--- src/rtl/matmul_sched_pkg.sv ---
// Shared types and constants for the 2x2 matmul job scheduler.
// Holds state encodings, response status codes, operand widths and a reject helper.
package matmul_sched_pkg;

    localparam int ELEM_W     = 4;
    localparam int MAT_W      = 16;
    localparam int RES_ELEM_W = 8;
    localparam int RES_W      = 32;

    typedef enum logic [1:0] {
        ST_IDLE  = 2'd0,
        ST_ISSUE = 2'd1,
        ST_WAIT  = 2'd2,
        ST_RESP  = 2'd3
    } state_e;

    localparam logic [1:0] ERR_OK      = 2'b00;
    localparam logic [1:0] ERR_TIMEOUT = 2'b01;
    localparam logic [1:0] ERR_REJECT  = 2'b10;

    // A matrix packed {x00,x01,x10,x11}: top byte is row 0, bottom byte row 1.
    function automatic logic has_zero_row(input logic [MAT_W-1:0] m);
        return (m[MAT_W-1 -: 2*ELEM_W] == '0) || (m[2*ELEM_W-1:0] == '0);
    endfunction

endpackage

--- src/rtl/matmul_sched_rr_arb2.sv ---
// Two-requester round-robin arbiter with its own pointer register.
// Ports: clk, rst_n, en (arbitration allowed), req[1:0] in; gnt[1:0] out.
module rr_arb2 (
    input  logic       clk,
    input  logic       rst_n,
    input  logic       en,
    input  logic [1:0] req,
    output logic [1:0] gnt
);

    logic ptr_q;
    logic ptr_d;

    always_comb begin
        gnt = 2'b00;
        if (en) begin
            if (req == 2'b11) begin
                gnt = ptr_q ? 2'b10 : 2'b01;
            end else begin
                gnt = req;
            end
        end
        // Every grant is an acceptance, so hand priority to the other side.
        ptr_d = ptr_q;
        if (|gnt) begin
            ptr_d = gnt[0];
        end
    end

    always_ff @(posedge clk or negedge rst_n) begin
        if (!rst_n) begin
            ptr_q <= 1'b0;
        end else begin
            ptr_q <= ptr_d;
        end
    end

endmodule

--- src/rtl/matmul_sched.sv ---
// Schedules 2x2 matmul jobs from two requesters onto one engine, one at a time.
// Ports: req0/1 valid/ready/a/b in, eng_start/a/b out, eng_done/c in, rsp_* out, busy, state_dbg.
module matmul_sched
    import matmul_sched_pkg::*;
#(
    parameter int TIMEOUT = 32
) (
    input  logic             clk,
    input  logic             rst_n,
    input  logic             req0_valid,
    output logic             req0_ready,
    input  logic [MAT_W-1:0] req0_a,
    input  logic [MAT_W-1:0] req0_b,
    input  logic             req1_valid,
    output logic             req1_ready,
    input  logic [MAT_W-1:0] req1_a,
    input  logic [MAT_W-1:0] req1_b,
    output logic             eng_start,
    output logic [MAT_W-1:0] eng_a,
    output logic [MAT_W-1:0] eng_b,
    input  logic             eng_done,
    input  logic [RES_W-1:0] eng_c,
    output logic             rsp_valid,
    input  logic             rsp_ready,
    output logic             rsp_id,
    output logic [RES_W-1:0] rsp_c,
    output logic [1:0]       rsp_err,
    output logic             busy,
    output logic [1:0]       state_dbg
);

    localparam logic [1:0] IDLE  = ST_IDLE;
    localparam logic [1:0] ISSUE = ST_ISSUE;
    localparam logic [1:0] WAIT  = ST_WAIT;
    localparam logic [1:0] RESP  = ST_RESP;

    localparam int              CNT_W = $clog2(TIMEOUT + 1);
    localparam logic [CNT_W-1:0] LAST  = CNT_W'(TIMEOUT - 1);

    logic [1:0]       state_q, state_d;
    logic [CNT_W-1:0] cnt_q, cnt_d;
    logic [MAT_W-1:0] a_q, a_d;
    logic [MAT_W-1:0] b_q, b_d;
    logic             id_q, id_d;
    logic             rsp_valid_q, rsp_valid_d;
    logic             rsp_id_q, rsp_id_d;
    logic [RES_W-1:0] rsp_c_q, rsp_c_d;
    logic [1:0]       rsp_err_q, rsp_err_d;
    logic             eng_start_q, eng_start_d;
    logic             busy_q, busy_d;

    logic [1:0]       gnt;
    logic [MAT_W-1:0] sel_a;
    logic [MAT_W-1:0] sel_b;
    logic             op_live;

    rr_arb2 u_arb (
        .clk   (clk),
        .rst_n (rst_n),
        .en    (state_q == IDLE),
        .req   ({req1_valid, req0_valid}),
        .gnt   (gnt)
    );

    assign req0_ready = gnt[0];
    assign req1_ready = gnt[1];

    assign sel_a = gnt[1] ? req1_a : req0_a;
    assign sel_b = gnt[1] ? req1_b : req0_b;

    // Operands are only presented while the engine owns the job.
    assign op_live = (state_q == ISSUE) || (state_q == WAIT);
    assign eng_a   = op_live ? a_q : '0;
    assign eng_b   = op_live ? b_q : '0;

    always_comb begin
        state_d   = state_q;
        cnt_d     = cnt_q;
        a_d       = a_q;
        b_d       = b_q;
        id_d      = id_q;
        rsp_id_d  = rsp_id_q;
        rsp_c_d   = rsp_c_q;
        rsp_err_d = rsp_err_q;

        unique case (state_q)
            IDLE: begin
                if (|gnt) begin
                    a_d  = sel_a;
                    b_d  = sel_b;
                    id_d = gnt[1];
                    if (has_zero_row(sel_a) || has_zero_row(sel_b)) begin
                        state_d   = RESP;
                        rsp_id_d  = gnt[1];
                        rsp_c_d   = '0;
                        rsp_err_d = ERR_REJECT;
                    end else begin
                        state_d = ISSUE;
                    end
                end
            end
            ISSUE: begin
                state_d = WAIT;
                cnt_d   = '0;
            end
            WAIT: begin
                // Done is tested first so it wins a tie with the timeout.
                if (eng_done) begin
                    state_d   = RESP;
                    rsp_id_d  = id_q;
                    rsp_c_d   = eng_c;
                    rsp_err_d = ERR_OK;
                end else if (cnt_q == LAST) begin
                    state_d   = RESP;
                    rsp_id_d  = id_q;
                    rsp_c_d   = '0;
                    rsp_err_d = ERR_TIMEOUT;
                end else begin
                    cnt_d = cnt_q + CNT_W'(1);
                end
            end
            RESP: begin
                if (rsp_ready) begin
                    state_d   = IDLE;
                    rsp_id_d  = 1'b0;
                    rsp_c_d   = '0;
                    rsp_err_d = ERR_OK;
                end
            end
            default: begin
                state_d = IDLE;
            end
        endcase

        // Registered status outputs follow the next state.
        rsp_valid_d = (state_d == RESP);
        eng_start_d = (state_d == ISSUE);
        busy_d      = (state_d != IDLE);
    end

    always_ff @(posedge clk or negedge rst_n) begin
        if (!rst_n) begin
            state_q     <= IDLE;
            cnt_q       <= '0;
            a_q         <= '0;
            b_q         <= '0;
            id_q        <= 1'b0;
            rsp_valid_q <= 1'b0;
            rsp_id_q    <= 1'b0;
            rsp_c_q     <= '0;
            rsp_err_q   <= ERR_OK;
            eng_start_q <= 1'b0;
            busy_q      <= 1'b0;
        end else begin
            state_q     <= state_d;
            cnt_q       <= cnt_d;
            a_q         <= a_d;
            b_q         <= b_d;
            id_q        <= id_d;
            rsp_valid_q <= rsp_valid_d;
            rsp_id_q    <= rsp_id_d;
            rsp_c_q     <= rsp_c_d;
            rsp_err_q   <= rsp_err_d;
            eng_start_q <= eng_start_d;
            busy_q      <= busy_d;
        end
    end

    assign rsp_valid = rsp_valid_q;
    assign rsp_id    = rsp_id_q;
    assign rsp_c     = rsp_c_q;
    assign rsp_err   = rsp_err_q;
    assign eng_start = eng_start_q;
    assign busy      = busy_q;
    assign state_dbg = state_q;

endmodule

--- config.mk ---
export PLATFORM = sky130hd
export DESIGN_NAME = matmul_sched
export DESIGN_NICKNAME = d
export VERILOG_FILES = /design/src/rtl/matmul_sched_pkg.sv /design/src/rtl/matmul_sched_rr_arb2.sv /design/src/rtl/matmul_sched.sv
export SDC_FILE = /design/constraint.sdc
export NUM_CORES = 1
export LEC_CHECK = 0
export BUFFER_PORTS_ARGS = -buffer_cell sky130_fd_sc_hd__buf_2
export CORE_MARGIN = 4
export CORE_UTILIZATION = 49
export CTS_BUF_LIST = sky130_fd_sc_hd__clkbuf_8
export CTS_CLUSTER_DIAMETER = 200
export DETAILED_ROUTE_END_ITERATION = 10
export GPL_TIMING_DRIVEN = 0
export PLACE_DENSITY = 0.91
export SLEW_MARGIN = 20
export SYNTH_ARGS = -nofsm -noshare
export SYNTH_HDL_FRONTEND = slang
export SYNTH_SLANG_ARGS = --single-unit
--- constraint.sdc ---
create_clock -name clk -period 6.42 [get_ports clk]
set_clock_uncertainty 0.1 [all_clocks]
set_input_delay 0.963 -clock clk [delete_from_list [all_inputs] [get_ports clk]]
set_output_delay 0.963 -clock clk [all_outputs]
set_load 0.1 [all_outputs]
==> results.yml <==
run_status:
  status: "completed"
worst_setup_path:
  timing.rr.end: "rsp_c[25]$_DFFE_PN0P_"
  r2r_cells: 10
  critPathLaunch: "state_dbg[0]$_DFF_PN0_"
  path_max_fanout: 10
  critPathArrivalTime_ns: 2.51
  path_class: "flop to output port"
  start_kind: "flop"
  cp.required_ns: 5.36
  r2r_setup_slack_ns: 3.68
  worstReg2RegStart: "state_dbg[0]$_DFF_PN0_"
  endpoint_kind: "output port"
timing:
  setup_viol: 0
  max_slew_margin: 0.514
  rsz0062_at_grt: "no"
  finalCritPeriodShare: 0.556
  final_hold_viol_count: 0
  slew_violations: 0
  fmax_mhz: 280
  setup_ws_ns: 2.85
  worst_slew_pin_slew_ns: 0.726
  period_needed_ns: 3.57
  timing.setup.tns_ns: 0
logic_synthesis:
  synth_cell_types: 40
  synthSimpleGateAreaFrac: 0.226
  synth-seq-area-share: 0.528
  synthMuxAreaShare: 0.00825
  synth.avg_cell_area_um2: 9.65
  synth_seq_cells: 80
  synth_top_family_by_area: "simple AND/OR/NAND/NOR gates"
  mappedNetlistNets: 501
  synth-compound-area-share: 0.171
  netlist_area_um2: 3790
  synthAdderAreaFrac: 0.0198
  syn_inst: 393
  synth_xor_area_frac: 0.00693
  ys_warn_count: 0
clocking:
  post_cts_buffers: 0
  clockBufferDepth: 2
  cts_num_sinks: 80
  h-tree-depth: 3
  cts_made_buffers: 9
  cts.clk_slew.worst_paths_ns: 0.08
  postCtsHoldBufs: 0
  root_buffer: "clkbuf_8"
  postCtsResizedCells: 0
  cts_tree: "built"
  clock_latency_ns: 0.35
die:
  io_pins: 176
  coreArea_um2: 7370
  die_area_um2: 9210
  die_w_um: 96.0
  rows: 31
  start_util: 0.514
  chipHeight_um: 96.0
drt:
  finalWirelength_mm: 10.9
  vias: 3765
  drcViolationCount: 0
  postRouteAntennaNets: 0
  wire_per_inst_um: 15.9
  drt_iter0_drc: 178
  viasPerCell: 5.50
  first_pass_iters: 5
place:
  dp_slack_ns: 2.98
  place_congestion: 0.957
  placed_cell_area_um2: 4810
  portBuffers: 175
  dp.final_hpwl_mm: 8.57
grt:
  overflow: 0
  grt_usage: 0.236
  grt_use_met3: 0.0524
  grt.met1_usage: 0.294
  grt_antenna_before_repair: 0
  grt_max_degree: 42
  grt_pass1_vias: 3583
  met2_usage: 0.401
  grt_first_pass_wirelength_mm: 16.7
  top_usage_layer: "met2"
layout:
  final_area_um2: 5040
  nNetsFinal: 688
  drive_gt1_frac: 0.352
  syn_to_final_growth_pct: 32.9
  diodes: 0
worst_hold_path:
  hold_path_end: "id_q$_DFFE_PN0P_"
  worstHoldPathType: "flop to flop"
  hp-start: "id_q$_DFFE_PN0P_"
  hold_depth: 2
flow_run:
  maxCapViolCount: 0
==> cell type report <==
type                            count  area, um^2
Buffer                             25         129
Clock buffer                        9         124
Clock inverter                      7         103
Fill cell                         589        2330
Inverter                            6        22.5
Multi-Input combinational cell    282        1640
Sequential cell                    80        2000
Tap cell                           99         124
Timing Repair Buffer              176         898
==> state kept, by name, indices dropped and copies added, names as in the netlist <==
register and count:
rsp_c 32, rsp_valid 1, eng_start 1, a_q 16, rsp_err 2, b_q 16, rsp_id 1, cnt_q 6
busy 1, state_dbg 2, u_arb.ptr_q 1, id_q 1
==> worst max-delay path by stage <==
stage	end	slack [ns]	cells past startpoint
4_1_cts	req1_ready	2.85	7
6_report	req1_ready	2.85	7
2_1_floorplan	req0_ready	2.49	5
3_5_place_dp	req1_ready	2.98	6
5_1_grt	req1_ready	2.70	7
3_3_place_gp	req1_ready	3.02	6
==> worst max-delay path, cell delays in order, from the launching register on <==
cell      delay (ns)
dfrtp_1         0.47
inv_1           0.15
ha_1            0.16
buf_4           0.16
o211ai_4        0.16
inv_2           0.16
clkbuf_1        0.39
buf_2           0.52
==> cells in the mapped netlist <==
library cell / count / area share
a2111oi_0: 1 / 0.0023
a21o_1: 1 / 0.0020
a21oi_1: 2 / 0.0026
a22o_1: 32 / 0.074
a311o_1: 1 / 0.0026
a311oi_1: 1 / 0.0023
a31o_2: 1 / 0.0023
a31oi_1: 34 / 0.056
a31oi_2: 1 / 0.0033
a32o_1: 1 / 0.0026
a41oi_1: 1 / 0.0023
and2_1: 33 / 0.054
and3_1: 3 / 0.0050
buf_1: 5 / 0.0050
buf_2: 4 / 0.0053
buf_4: 2 / 0.0040
buf_6: 3 / 0.0089
clkbuf_1: 11 / 0.011
dfrtp_1: 80 / 0.53
ha_1: 6 / 0.020
inv_1: 4 / 0.0040
inv_2: 2 / 0.0020
mux2_1: 1 / 0.0030
mux2i_1: 2 / 0.0053
nand2_1: 83 / 0.082
nand2b_1: 2 / 0.0033
nand3_1: 1 / 0.0013
nand4_1: 5 / 0.0083
nor2_1: 36 / 0.036
nor2b_1: 4 / 0.0066
nor3_1: 1 / 0.0013
nor4_1: 16 / 0.026
o211ai_4: 1 / 0.0056
o21a_1: 1 / 0.0020
o21ai_0: 5 / 0.0066
o2bb2ai_1: 1 / 0.0023
o31ai_1: 1 / 0.0020
or2_1: 1 / 0.0017
xnor2_1: 1 / 0.0023
xor2_1: 2 / 0.0046
==> placed cells by master (no fill, tap or decap), drive strengths merged, types with 2 or more instances in the layout <==
cell    count
o21ai       5
a21oi       2
nand2      83
nand2b      2
nor4       16
xor2        2
bufinv      2
inv         8
dfrtp      80
a31oi      35
clkinv      3
nand4       5
and2       33
buf       190
nor2       36
mux2i       2
nor2b       4
clkbuf     20
ha          6
and3        3
a22o       32
==> logic make-up after synthesis <==
logic type | count (synthesis)
multiplexers | 3
XOR/XNOR | 3
adder cells (fa/ha/maj) | 6
AO/OA/AOI/OAI | 85
AND/OR/NAND/NOR | 185
flip-flops | 80
buffers and inverters | 31
==> per-stage QoR <==
| stage | instances | hold slack (ns) | utilization |
|---|---|---|---|
| final | 684 | 0.385 | 0.684 |
| after global routing | 684 | 0.414 | 0.684 |
| after CTS | 684 | 0.386 | 0.684 |
| after detailed placement | 668 | 0.367 | 0.653 |
| after global placement | 667 | 0.366 | 0.650 |
| after floorplan | 393 | 0.347 | - |
==> routing by layer <==
layer / up-vias / part of all wire
li1: 1758 / -
met1: 1762 / 0.41
met2: 224 / 0.48
met3: 21 / 0.099
met4: 0 / 0.020
met5: - / 0
Power is not shown: default switching activity piles up to over one toggle a cycle in this logic, so the estimate is an artifact.
